--- src/rtl/operand_forward_unit.sv ---
// ID-stage operand resolver and ID/EX operand register.
// Each source operand comes from the EX, MEM or WB forward paths or from the register file.
// A load in EX feeding the instruction in ID stalls IF/ID for one cycle and sends a bubble
// into EX. A saturating counter records the load-use stall cycles.
module operand_forward_unit #(
  parameter int unsigned STALL_CNT_W = 16
) (
  input  logic                   clk,
  input  logic                   rst_n,

  // Instruction in ID
  input  logic                   id_valid,
  input  logic [4:0]             id_rs1,
  input  logic [4:0]             id_rs2,
  input  logic                   id_use_rs1,
  input  logic                   id_use_rs2,
  input  logic [31:0]            rf_rs1_data,
  input  logic [31:0]            rf_rs2_data,

  // EX stage producer
  input  logic [4:0]             ex_rd,
  input  logic                   ex_wen,
  input  logic                   ex_is_load,
  input  logic [31:0]            ex_fwd_data,

  // MEM stage producer
  input  logic [4:0]             mem_rd,
  input  logic                   mem_wen,
  input  logic [31:0]            mem_fwd_data,

  // WB stage producer
  input  logic [4:0]             wb_rd,
  input  logic                   wb_wen,
  input  logic [31:0]            wb_data,

  // Redirect
  input  logic                   flush,

  output logic                   stall,
  output logic [31:0]            ex_op1_q,
  output logic [31:0]            ex_op2_q,
  output logic                   ex_valid_q,
  output logic [STALL_CNT_W-1:0] stall_count
);

  typedef enum logic [0:0] {
    StRun,
    StLoadStall
  } state_e;

  state_e state_q, state_d;

  logic                   rs1_ex_hit, rs1_mem_hit, rs1_wb_hit;
  logic                   rs2_ex_hit, rs2_mem_hit, rs2_wb_hit;
  logic                   hazard;
  logic [31:0]            op1_d, op2_d;
  logic [STALL_CNT_W-1:0] stall_cnt_q;

  // A source matches a stage only when it is really read, is not x0 and the stage writes it.
  function automatic logic src_match(input logic       use_src,
                                     input logic [4:0] rs,
                                     input logic [4:0] rd,
                                     input logic       wen);
    return use_src && (rs != 5'd0) && (rd == rs) && wen;
  endfunction

  // Youngest producer wins; an EX load has no data yet and is never forwarded from EX.
  function automatic logic [31:0] resolve(input logic [4:0]  rs,
                                          input logic        ex_hit,
                                          input logic        ex_load,
                                          input logic        mem_hit,
                                          input logic        wb_hit,
                                          input logic [31:0] ex_val,
                                          input logic [31:0] mem_val,
                                          input logic [31:0] wb_val,
                                          input logic [31:0] rf_val);
    logic [31:0] val;
    if (rs == 5'd0) begin
      val = 32'd0;
    end else if (ex_hit && !ex_load) begin
      val = ex_val;
    end else if (mem_hit) begin
      val = mem_val;
    end else if (wb_hit) begin
      val = wb_val;
    end else begin
      // WB is forwarded above, so no register-file write-through is assumed here.
      val = rf_val;
    end
    return val;
  endfunction

  // Per-source, per-stage match detection.
  always_comb begin
    rs1_ex_hit  = src_match(id_use_rs1, id_rs1, ex_rd, ex_wen);
    rs1_mem_hit = src_match(id_use_rs1, id_rs1, mem_rd, mem_wen);
    rs1_wb_hit  = src_match(id_use_rs1, id_rs1, wb_rd, wb_wen);
    rs2_ex_hit  = src_match(id_use_rs2, id_rs2, ex_rd, ex_wen);
    rs2_mem_hit = src_match(id_use_rs2, id_rs2, mem_rd, mem_wen);
    rs2_wb_hit  = src_match(id_use_rs2, id_rs2, wb_rd, wb_wen);
  end

  // Operand selection for both sources.
  always_comb begin
    op1_d = resolve(id_rs1, rs1_ex_hit, ex_is_load, rs1_mem_hit, rs1_wb_hit,
                    ex_fwd_data, mem_fwd_data, wb_data, rf_rs1_data);
    op2_d = resolve(id_rs2, rs2_ex_hit, ex_is_load, rs2_mem_hit, rs2_wb_hit,
                    ex_fwd_data, mem_fwd_data, wb_data, rf_rs2_data);
  end

  // Load-use detection, stall generation and next-state selection.
  always_comb begin
    hazard  = id_valid && ex_is_load && (rs1_ex_hit || rs2_ex_hit);
    stall   = 1'b0;
    state_d = StRun;
    unique case (state_q)
      StRun: begin
        // rst_n gating keeps stall low while reset is held, whatever the inputs are.
        stall   = rst_n && hazard && !flush;
        state_d = stall ? StLoadStall : StRun;
      end
      StLoadStall: begin
        // The load now sits in MEM and is forwarded from there, so no second stall.
        stall   = 1'b0;
        state_d = StRun;
      end
      default: begin
        stall   = 1'b0;
        state_d = StRun;
      end
    endcase
    if (flush) begin
      state_d = StRun;
    end
  end

  // Hazard FSM state.
  always_ff @(posedge clk or negedge rst_n) begin
    if (!rst_n) begin
      state_q <= StRun;
    end else begin
      state_q <= state_d;
    end
  end

  // ID/EX operand register; flush or stall inserts a zeroed bubble.
  always_ff @(posedge clk or negedge rst_n) begin
    if (!rst_n) begin
      ex_valid_q <= 1'b0;
      ex_op1_q   <= 32'd0;
      ex_op2_q   <= 32'd0;
    end else if (flush || stall) begin
      ex_valid_q <= 1'b0;
      ex_op1_q   <= 32'd0;
      ex_op2_q   <= 32'd0;
    end else begin
      ex_valid_q <= id_valid;
      ex_op1_q   <= op1_d;
      ex_op2_q   <= op2_d;
    end
  end

  // Saturating load-use stall counter; flush already suppresses stall.
  always_ff @(posedge clk or negedge rst_n) begin
    if (!rst_n) begin
      stall_cnt_q <= '0;
    end else if (stall && (stall_cnt_q != {STALL_CNT_W{1'b1}})) begin
      stall_cnt_q <= stall_cnt_q + 1'b1;
    end
  end

  assign stall_count = stall_cnt_q;

endmodule
--- config.mk ---
export PLATFORM = sky130hd
export DESIGN_NAME = operand_forward_unit
export DESIGN_NICKNAME = d
export VERILOG_FILES = /design/src/rtl/operand_forward_unit.sv
export SDC_FILE = /design/constraint.sdc
export NUM_CORES = 1
export LEC_CHECK = 0
export CAP_MARGIN = 25
export CORE_MARGIN = 1.5
export CORE_UTILIZATION = 30
export DETAILED_ROUTE_END_ITERATION = 16
export HOLD_SLACK_MARGIN = 0.08
export PLACE_DENSITY_LB_ADDON = 0.12
export SLEW_MARGIN = 15
export SYNTH_ARGS = -nofsm -noshare
export SYNTH_HDL_FRONTEND = slang
export SYNTH_SLANG_ARGS = --single-unit
export TNS_END_PERCENT = 10
--- constraint.sdc ---
create_clock -name clk -period 5.45 [get_ports clk]
set_input_delay 1.09 -clock clk [delete_from_list [all_inputs] [get_ports clk]]
set_output_delay 1.09 -clock clk [all_outputs]
set_load 0.01 [all_outputs]
Yosys cells after proc, flatten, opt, wreduce, memory -nomap -nowiden

Cells that the tools add are included.

Word-level logic and storage cells: 58
Output and inout port bits: 82
Bits in latches: 0
Bits of input ports: 195
Bits in writable memories: 0
Register bits after elaboration: 82
Bits in read-only memories: 0
Memories: 0

Muxes and demuxes: 15
Magnitude comparators: 0
Div/mod/pow operators: 0
Equal/unequal tests: 7
Shift-type cells: 0
Add/subtract/negate cells: 1
Multiply operators: 0
Reduce and logical (&&, ||, !) cells: 29
Bitwise gates (word level): 1

Operators with widths:

| kind                  | number |
|---|---|
| $mux 32               | 10 |
| $eq 5x5->1            | 6 |
| $logic_and 1x1->1     | 21 |
| $add 16x1->16 const B | 1 |
| $ne 16x16->1 const B  | 1 |
| $logic_not 5->1       | 2 |
| $reduce_bool 5->1     | 2 |
| $pmux 1 s2            | 2 |
| $mux 1                | 3 |
| $logic_not 1->1       | 2 |
| $logic_or 1x1->1      | 2 |
| $not 1->1             | 1 |

Logic depth before layout (Yosys ltp)

Gate-level depths: netlist of run 1.

Depth in word-level cells: 11
Mapped depth: 10
Mapped depth without buffers: 7

Worst setup path before layout of run 1

OpenSTA, ideal clock, no wires.

Path type: input -> output
From: input id_rs2[1]
To: output stall
Stages on the path: 7
Required time: 4.360 ns
Path buffers: 2
Setup slack: 2.015 ns
Arrival: 2.345 ns
Cell sequence: buf_6 -> xor2_1 -> nor4_4 -> nand3_2 -> a211o_4 -> clkinv_2 -> buf_6

Longest elaborated chain between the ends: 9
Elaborated cells between the ends (all ways): 10
Classes of those cells: eq/ne (1); mux (1); reduce/logical (8)

RTL lines:

| element                          | RTL line | source |
|---|---|---|
| start: declaration               | 14       | `input logic [4:0] id_rs2,` |
| $reduce_bool 5->1                | 64       | `return use_src && (rs != 5'd0) && (rd == rs) && wen;` |
| $logic_and 1x1->1                | 64       |  |
| $logic_and 1x1->1 * (2 in a row) | 64       |  |
| $logic_or 1x1->1 *               | 113      | `hazard = id_valid && ex_is_load && (rs1_ex_hit \|\| rs2_ex_hit);` |
| $logic_and 1x1->1 *              | 113      |  |
| $logic_and 1x1->1 * (2 in a row) | 119      | `stall = rst_n && hazard && !flush;` |
| $pmux 1 s2 *                     | 116      | `unique case (state_q)` |
| end: declaration                 | 39       | `output logic stall,` |

Mark *: on every way between the ends. The rest lies on a longest branch, timed or not.

Final worst setup path of run 1

Ends and elaborated chain as after synthesis.

==> reports/summary.txt, run 1 <==
Max VDD drop - 0.000134 V
predominant post-synthesis flop cell - dfrtp_1
RSZ-0062 raised after global routing - false
initial antenna violation count - 0
Total Power - 1.60 mW
Hold Crit Start - stall_count[15]$_DFFE_PN0P_
Clock Pin Slew Worst Setup and Hold Paths - 60 ps
Max-Cap Viols - 0
post-synth cell types - 40
Mapped Cells - 645
synthesized area - 0.00523 mm2
Die Ht - 135 um
vias per cell - 5.33
Starting DRT DRC Count - 362
WP buf/inv - 3
WP depth - 7
CP required - 4360 ps
Pleak - 3.34 nW
crit path launch - id_rs2[1]
footprint of the multi-input gates - 0.00288 mm2
Final #Nets - 1086
Worst-Skew Late Latency - 340 ps
xor/xnor share of the synthesized area - 7.21%
Crit-path slowest cell - clkdlybuf4s50_1
GR Util All Layers - 24.9%
CP max FO - 12
Initial Utilization - 30.4%
mux cell area share after synthesis - 0.503%
fillers - 1697
design area - 0.00841 mm2
Setup crit end kind - output pin
Detail Placement HPWL - 15500 um
Final setup viols - 0
Worst setup SP type - primary input
FF+latch area - 0.00205 mm2
antenna fix cells - 0
Worst Clk Skew - 8.95 ps
Post-synth EDFFs - 0
simple-gate portion of the synthesized area - 21.5%
CP endpoint - stall
CP most frequent cell - clkdlybuf4s50_1
Die X - 135 um
DRT antenna net count - 0
WHS - 504 ps
type of the most critical hold path - reg -> reg
syn_nets - 841
CTS tree - built
H-tree depth - 3
Reg-to-Reg End - stall_count[1]$_DFFE_PN0P_
reg2reg path depth - 4
total number of vias - 5964
total wire length - 22700 um
slew margin rel. - 32.1%
first-pass GRT wire length - 34100 um
total CTS buffers - 9
layout cells sized above 1 - 4.47%
FFs w/ async S/R, synth - 100%
flop2flop setup slack - 3320 ps
sequential area share after synthesis - 39.3%
critical path class - in -> out
critical path, cell by cell - clkdlybuf4s50_1 > xor2_1 > nor4_4 > nand3_2 > a211o_4 > clkinv_2 > clkdlybuf4s50_1
RR Startpoint - stall_count[7]$_DFFE_PN0P_
Pwr Density - 190 mW/mm2
critical path's top delay family - buffers and inverters
Port Buffers - 276
synthesis-stage register bit count - 82
final worst path period need - 4600 ps
Post-CTS Setup Inserts - 0
CTS Root Cell - clkbuf_16
Adder-Cell Fraction of Synth Area - 0.239%
clock buffer depth - 2
Core Region - 0.0172 mm2
count of clock tree sinks - 82
fin crit share - 84.4%
Yosys Warn Count - 0
largest net degree at the start of global routing - 65
Syn Area/Cell - 8.10 um2
fraction of the mapped netlist area in compound gates - 25.1%
Cell Rows - 48
most common cell after layout, fill and taps aside - clkdlybuf4s50_1
DRT Pass-1 Iters - 5
DRC viols - 0
vias in the first global route - 6134
post-route setup TNS - 0 ps
total gr overflow - 0
most frequent cells in the layout - 275 x clkdlybuf4s50_1, 127 x nand2_1, 82 x dfrtp_1
Final Hold Violating Endpoints - 0
area of the die - 0.0182 mm2
Final Wtd Congestion - 0.876
Wirelength per Cell - 20.3 um
Least-Margin Pin Slew - 1020 ps
critical path arrival - 3510 ps
post_cts resized - 0
fmax - 217 MHz
Slew Viols, Final - 0
Cell Area, Placed - 0.00814 mm2
P&R area growth vs syn - 60.9%
main combinational cell family by area after synthesis - compound AO/OA/AOI/OAI gates
status - finished clean
io pins - 277
Max stage delay on crit path - 560 ps
CTS Hold Bufs - 0
[flip-flops by register name (all words and copies together), names as in the netlist]
name and flops:
stall_count 16, ex_valid_q 1, ex_op2_q 32, state_q 1
ex_op1_q 32
[worst min-delay path by stage]
stage                             endpoint  slack (ps)  cells past startpoint
2_1_floorplan            state_q$_DFF_PN0_         520                      2
3_3_place_gp    stall_count[6]$_DFFE_PN0P_         480                      1
3_5_place_dp   stall_count[15]$_DFFE_PN0P_         500                      1
4_1_cts        stall_count[15]$_DFFE_PN0P_         510                      1
5_1_grt        stall_count[15]$_DFFE_PN0P_         530                      1
6_report       stall_count[15]$_DFFE_PN0P_         500                      1
[cell families after synthesis]
kind of cell | Yosys count
muxes | 2
AOI/OAI and AO/OA | 189
and+or+nand+nor | 251
buffers and inverters | 77
DFF | 82
xor gates and xnor gates | 43
adders and majority gates | 1
[cell usage after synthesis (2+ instances only)]
library cell | number | area share, %
dfrtp_1 | 82 | 39
nand4_1 | 9 | 1.1
xnor2_1 | 20 | 3.4
nand4b_1 | 2 | 0.34
xor2_1 | 23 | 3.9
inv_1 | 24 | 1.7
clkbuf_1 | 32 | 2.3
nand3_1 | 19 | 1.8
and3_1 | 5 | 0.60
or4_1 | 2 | 0.29
buf_2 | 18 | 1.7
o21ai_0 | 33 | 3.2
a21oi_1 | 54 | 5.2
buf_6 | 2 | 0.43
a311o_1 | 32 | 6.1
nor3_1 | 17 | 1.6
a211oi_1 | 13 | 1.9
nor2_1 | 51 | 3.7
nor4_1 | 5 | 0.60
a2bb2oi_1 | 12 | 2.0
and2_1 | 4 | 0.48
o211ai_1 | 41 | 5.9
nand2_1 | 128 | 9.2
[layout make-up]
class / instances / area share [%]
Multi-Input combinational cell: 486 / 34.3
Timing Repair Buffer: 286 / 33.9
Sequential cell: 82 / 24.4
Tap cell: 225 / 3.35
Clock buffer: 11 / 2.77
Inverter: 25 / 1.13
Clock inverter: 4 / 0.238
[metal layers]
layer | global-route usage (%) | share of wire [%] | wire length [um]
met3 | 5.37 | 8.3 | 1880
met2 | 42.5 | 48 | 11000
met1 | 30.5 | 41 | 9230
met5 | 0 | 0 | 0
met4 | 10.1 | 2.6 | 585
[report_power, final]
group | internal [mW] | switching, mW
logic | 0.232 | 0.166
clock network | 0.304 | 0.246
registers | 0.639 | 0.00932
[metrics by stage]
| step | worst slack [ps] | utilization, % | std cells |
|---|---|---|---|
| floorplan | 2010 | - | 645 |
| global placement | 867 | 47.4 | 1103 |
| detailed placement | 854 | 47.4 | 1103 |
| CTS | 854 | 48.8 | 1118 |
| global route | 747 | 49.0 | 1119 |
| finish | 849 | 49.0 | 1119 |
(Power assumes the default switching activity.)
==> inputs of run 2 (changes only) <==
- clock period: 5.45 -> 4.2 ns (I/O delays scaled with it)
==> reports/summary.txt, run 2 (same netlist as run 1, synthesis figures left out) <==
status - finished clean
Final #Nets - 1096
slew margin rel. - 36.7%
Setup crit end kind - output pin
Slew Viols, Final - 0
layout cells sized above 1 - 5.75%
Max stage delay on crit path - 520 ps
Crit-path slowest cell - clkdlybuf4s50_1
CP most frequent cell - clkdlybuf4s50_1
Port Buffers - 276
first-pass GRT wire length - 34600 um
critical path class - in -> out
largest net degree at the start of global routing - 69
critical path's top delay family - buffers and inverters
count of clock tree sinks - 82
Cell Rows - 48
total gr overflow - 0
Starting DRT DRC Count - 308
Pwr Density - 248 mW/mm2
WP buf/inv - 3
Worst setup SP type - primary input
total wire length - 22800 um
Post-Place Cells - 1114
Place WS - 200 ps
worst setup margin - 203 ps
DRC viols - 0
initial antenna violation count - 2
Worst-Skew Late Latency - 340 ps
fmax - 250 MHz
DRT antenna net count - 0
Cell Area, Placed - 0.00826 mm2
io pins - 277
clock buffer depth - 2
critical path arrival - 3160 ps
Detail Placement HPWL - 16100 um
total number of vias - 6040
H-tree depth - 3
Clock Pin Slew Worst Setup and Hold Paths - 60 ps
Final Wtd Congestion - 0.932
final worst path period need - 4000 ps
type of the most critical hold path - in -> async
GR Util All Layers - 25.0%
total CTS buffers - 9
FF+latch area - 0.00205 mm2
Die Ht - 135 um
CTS tree - built
Wirelength per Cell - 20.2 um
Post-CTS Setup Inserts - 0
Final Hold Violating Endpoints - 0
Pleak - 3.40 nW
Worst Clk Skew - 3.20 ps
Final setup viols - 0
final core occ - 49.7%
most frequent cells in the layout - 275 x clkdlybuf4s50_1, 127 x nand2_1, 82 x dfrtp_1
vias per cell - 5.34
CP required - 3360 ps
CP max FO - 4
area of the die - 0.0182 mm2
Final Non-Filler Cells - 1132
footprint of the multi-input gates - 0.00288 mm2
vias in the first global route - 6275
fillers - 1675
CTS Hold Bufs - 0
P&R area growth vs syn - 63.3%
Max-Cap Viols - 0
Max VDD drop - 0.000211 V
Die X - 135 um
post_cts resized - 0
Core Region - 0.0172 mm2
post-route setup TNS - 0 ps
critical path, cell by cell - clkdlybuf4s50_1 > xor2_1 > nor4_1 > nand4_1 > a211o_4 > clkinv_2 > clkdlybuf4s50_1
Least-Margin Pin Slew - 950 ps
RSZ-0062 raised after global routing - false
Initial Utilization - 30.4%
most common cell after layout, fill and taps aside - clkdlybuf4s50_1
CTS Root Cell - clkbuf_16
design area - 0.00854 mm2
DRT Pass-1 Iters - 6
fin crit share - 95.2%
==> run 2: cell types whose count changed in the layout (fill, tap and decap cells not counted) <==
cell	delta
diode_2	+2
buf_12	+2
clkbuf_1	-1
clkbuf_8	+1
buf_4	+8
clkinvlp_4	+2
clkinv_2	-1
==> run 2: per-layer routing <==
metal  up-vias  global-route usage, %  share of wire, %
met3        43                   6.68               8.6
met4         0                   10.3               2.8
li1       2803                      -                 -
met1      2920                   30.5                40
met5         -                      0                 0
met2       274                   41.9                49
==> run 2: through the flow <==
stage / power (mW) / hold slack [ps]
floorplan: 1.02 / 517
global placement: 1.37 / 486
detailed placement: 1.38 / 491
CTS: 2.14 / 352
global route: 2.20 / 365
finish: 2.12 / 358
==> run 2: final cells by class <==
type / instances / area share [%]
multi-input cells: 486 / 33.8
inverters: 25 / 1.11
repair buffers: 296 / 34.5
clock inverters: 5 / 0.352
clock buffers: 11 / 2.84
diodes: 2 / 0.0586
flip-flops and latches: 82 / 24.0
well taps: 225 / 3.30
==> run 2: final timing paths <==
path / startpoint / end / slack, ps / depth (start not counted)
setup / recovery: id_rs1[4] / stall / 200 / 7
hold / removal: rst_n / stall_count[4]$_DFFE_PN0P_ / 360 / 1
setup reg to reg: stall_count[7]$_DFFE_PN0P_ / stall_count[1]$_DFFE_PN0P_ / 2150 / 4
hold reg to reg: stall_count[6]$_DFFE_PN0P_ / stall_count[6]$_DFFE_PN0P_ / 490 / 1
max in group asynchronous: rst_n / ex_op1_q[8]$_DFF_PN0_ / 2630 / 2
min in group clk: stall_count[6]$_DFFE_PN0P_ / stall_count[6]$_DFFE_PN0P_ / 490 / 1
==> run 2: power by group <==
part	switching [mW]	internal, mW	total [mW]
logic	0.216	0.307	0.522
clock network	0.342	0.415	0.756
registers	0.0130	0.828	0.841
total	0.571	1.55	2.12
==> inputs of run 3 (changes only) <==
- CORE_UTILIZATION: 30 -> 36
==> reports/summary.txt, run 3 (same netlist as run 1, synthesis figures left out) <==
Post-CTS Setup Inserts - 0
CP required - 3360 ps
fmax - 254 MHz
Final setup viols - 0
Post-Place Cells - 1067
Max VDD drop - 0.000219 V
Reg-to-Reg End - stall_count[1]$_DFFE_PN0P_
Slew Viols, Final - 0
most common cell after layout, fill and taps aside - clkdlybuf4s50_1
DRC viols - 0
total gr overflow - 0
Flop pwr share - 37.3%
Initial Utilization - 37.2%
Sw Pwr - 0.581 mW
CP max FO - 4
clock share of power - 39.5%
Total Power - 2.25 mW
H-tree depth - 3
Final #Nets - 1095
Max-Cap Viols - 0
Final Hold Violating Endpoints - 0
Setup crit end kind - output pin
Final Wtd Congestion - 0.893
clock buffer depth - 2
RR Startpoint - stall_count[7]$_DFFE_PN0P_
status - finished clean
Worst-Skew Late Latency - 350 ps
GR Util All Layers - 28.9%
post-route setup TNS - 0 ps
fin crit share - 93.8%
reg2reg path depth - 4
Port Buffers - 276
Worst Clk Skew - 6.62 ps
vias per cell - 5.59
type of the most critical hold path - in -> async
switching share of power - 25.8%
CP endpoint - stall
layout cells sized above 1 - 5.42%
Core Region - 0.0140 mm2
Least-Margin Pin Slew - 896 ps
total wire length - 22300 um
Die Ht - 123 um
post_cts resized - 0
Starting DRT DRC Count - 394
io pins - 277
largest net degree at the start of global routing - 70
design area - 0.00852 mm2
Pleak - 3.41 nW
Worst setup SP type - primary input
CTS Hold Bufs - 0
vias in the first global route - 6100
first-pass GRT wire length - 33200 um
DRT antenna net count - 0
DRT Pass-1 Iters - 5
CTS tree - built
initial antenna violation count - 3
CTS Root Cell - clkbuf_16
count of clock tree sinks - 82
RSZ-0062 raised after global routing - false
area of the die - 0.0152 mm2
WHS - 342 ps
Clock Pin Slew Worst Setup and Hold Paths - 70 ps
Final Non-Filler Cells - 1087
Detail Placement HPWL - 15700 um
critical path arrival - 3100 ps
most frequent cells in the layout - 275 x clkdlybuf4s50_1, 127 x nand2_1, 82 x dfrtp_1
Cell Area, Placed - 0.00816 mm2
fillers - 1233
Int Pwr - 1.67 mW
Die X - 123 um
Gate power share - 23.1%
slew margin rel. - 40.2%
total number of vias - 6075
crit path launch - id_rs1[3]
P&R area growth vs syn - 63.0%
total CTS buffers - 9
Pwr Density - 265 mW/mm2
critical path class - in -> out
Wirelength per Cell - 20.5 um
flop2flop setup slack - 2070 ps
final worst path period need - 3940 ps
Cell Rows - 43
run 3: changes by cell type in the layout (fill, tap and decap cells not counted), sizes merged:
| cell | previous run | this run |
|---|---|---|
| buf | 21 | 20 |
| clkbuf | 11 | 10 |
| clkinv | 4 | 2 |
| inv | 24 | 25 |
| diode | 2 | 3 |
| bufinv | 0 | 2 |
run 3: how the worst min path moves through the flow:
stage                                start                          end  slack [ps]  depth (start not counted)
2_1_floorplan            state_q$_DFF_PN0_            state_q$_DFF_PN0_         520                          2
3_3_place_gp    stall_count[6]$_DFFE_PN0P_   stall_count[6]$_DFFE_PN0P_         480                          1
3_5_place_dp   stall_count[15]$_DFFE_PN0P_  stall_count[15]$_DFFE_PN0P_         490                          1
4_1_cts                              rst_n   stall_count[0]$_DFFE_PN0P_         340                          1
5_1_grt                              rst_n   stall_count[0]$_DFFE_PN0P_         350                          1
6_report                             rst_n   stall_count[0]$_DFFE_PN0P_         340                          1
run 3: through the flow:
step                      setup WS (ps)  util (%)
after floorplan                    1260         -
after global placement              255      58.1
after detailed placement            285      58.1
after CTS                           276      60.5
after global routing                137      60.7
final                               261      60.7
run 3: layout make-up:
cell class / instances / area (um2) / area share (%)
Antenna cell: 3 / 7.51 / 0.0881
Clock buffer: 10 / 239 / 2.81
Clock inverter: 6 / 88.8 / 1.04
Inverter: 25 / 95.1 / 1.12
Multi-Input combinational cell: 486 / 2870 / 33.7
Sequential cell: 82 / 2050 / 24.1
Tap cell: 180 / 225 / 2.64
Timing Repair Buffer: 295 / 2940 / 34.5
run 3: critical path, stage by stage:
cell and delay (ps):
clkdlybuf4s50_1 510, xor2_1 200, nor4_1 280, nand4_1 260, a211o_4 420, clkinv_2 60
clkdlybuf4s50_1 520
run 3: power by group through the flow:
| stage | Combinational, mW | Clock (mW) | Sequential (mW) |
|---|---|---|---|
| 2_1_floorplan | 0.142 | 0 | 0.876 |
| 3_3_place_gp | 0.513 | 0 | 0.856 |
| 3_5_place_dp | 0.517 | 0 | 0.856 |
| 4_1_cts | 0.521 | 0.904 | 0.842 |
| 5_1_grt | 0.559 | 0.936 | 0.845 |
| 6_report | 0.522 | 0.891 | 0.842 |
run 3: metal layers:
metal | up-vias | track usage (%) | share of wire [%]
li1 | 2795 | - | -
met1 | 2907 | 34.0 | 39
met2 | 325 | 49.4 | 49
met3 | 48 | 7.75 | 9.2
met5 | - | 0 | 0
met4 | 0 | 12.8 | 3.1
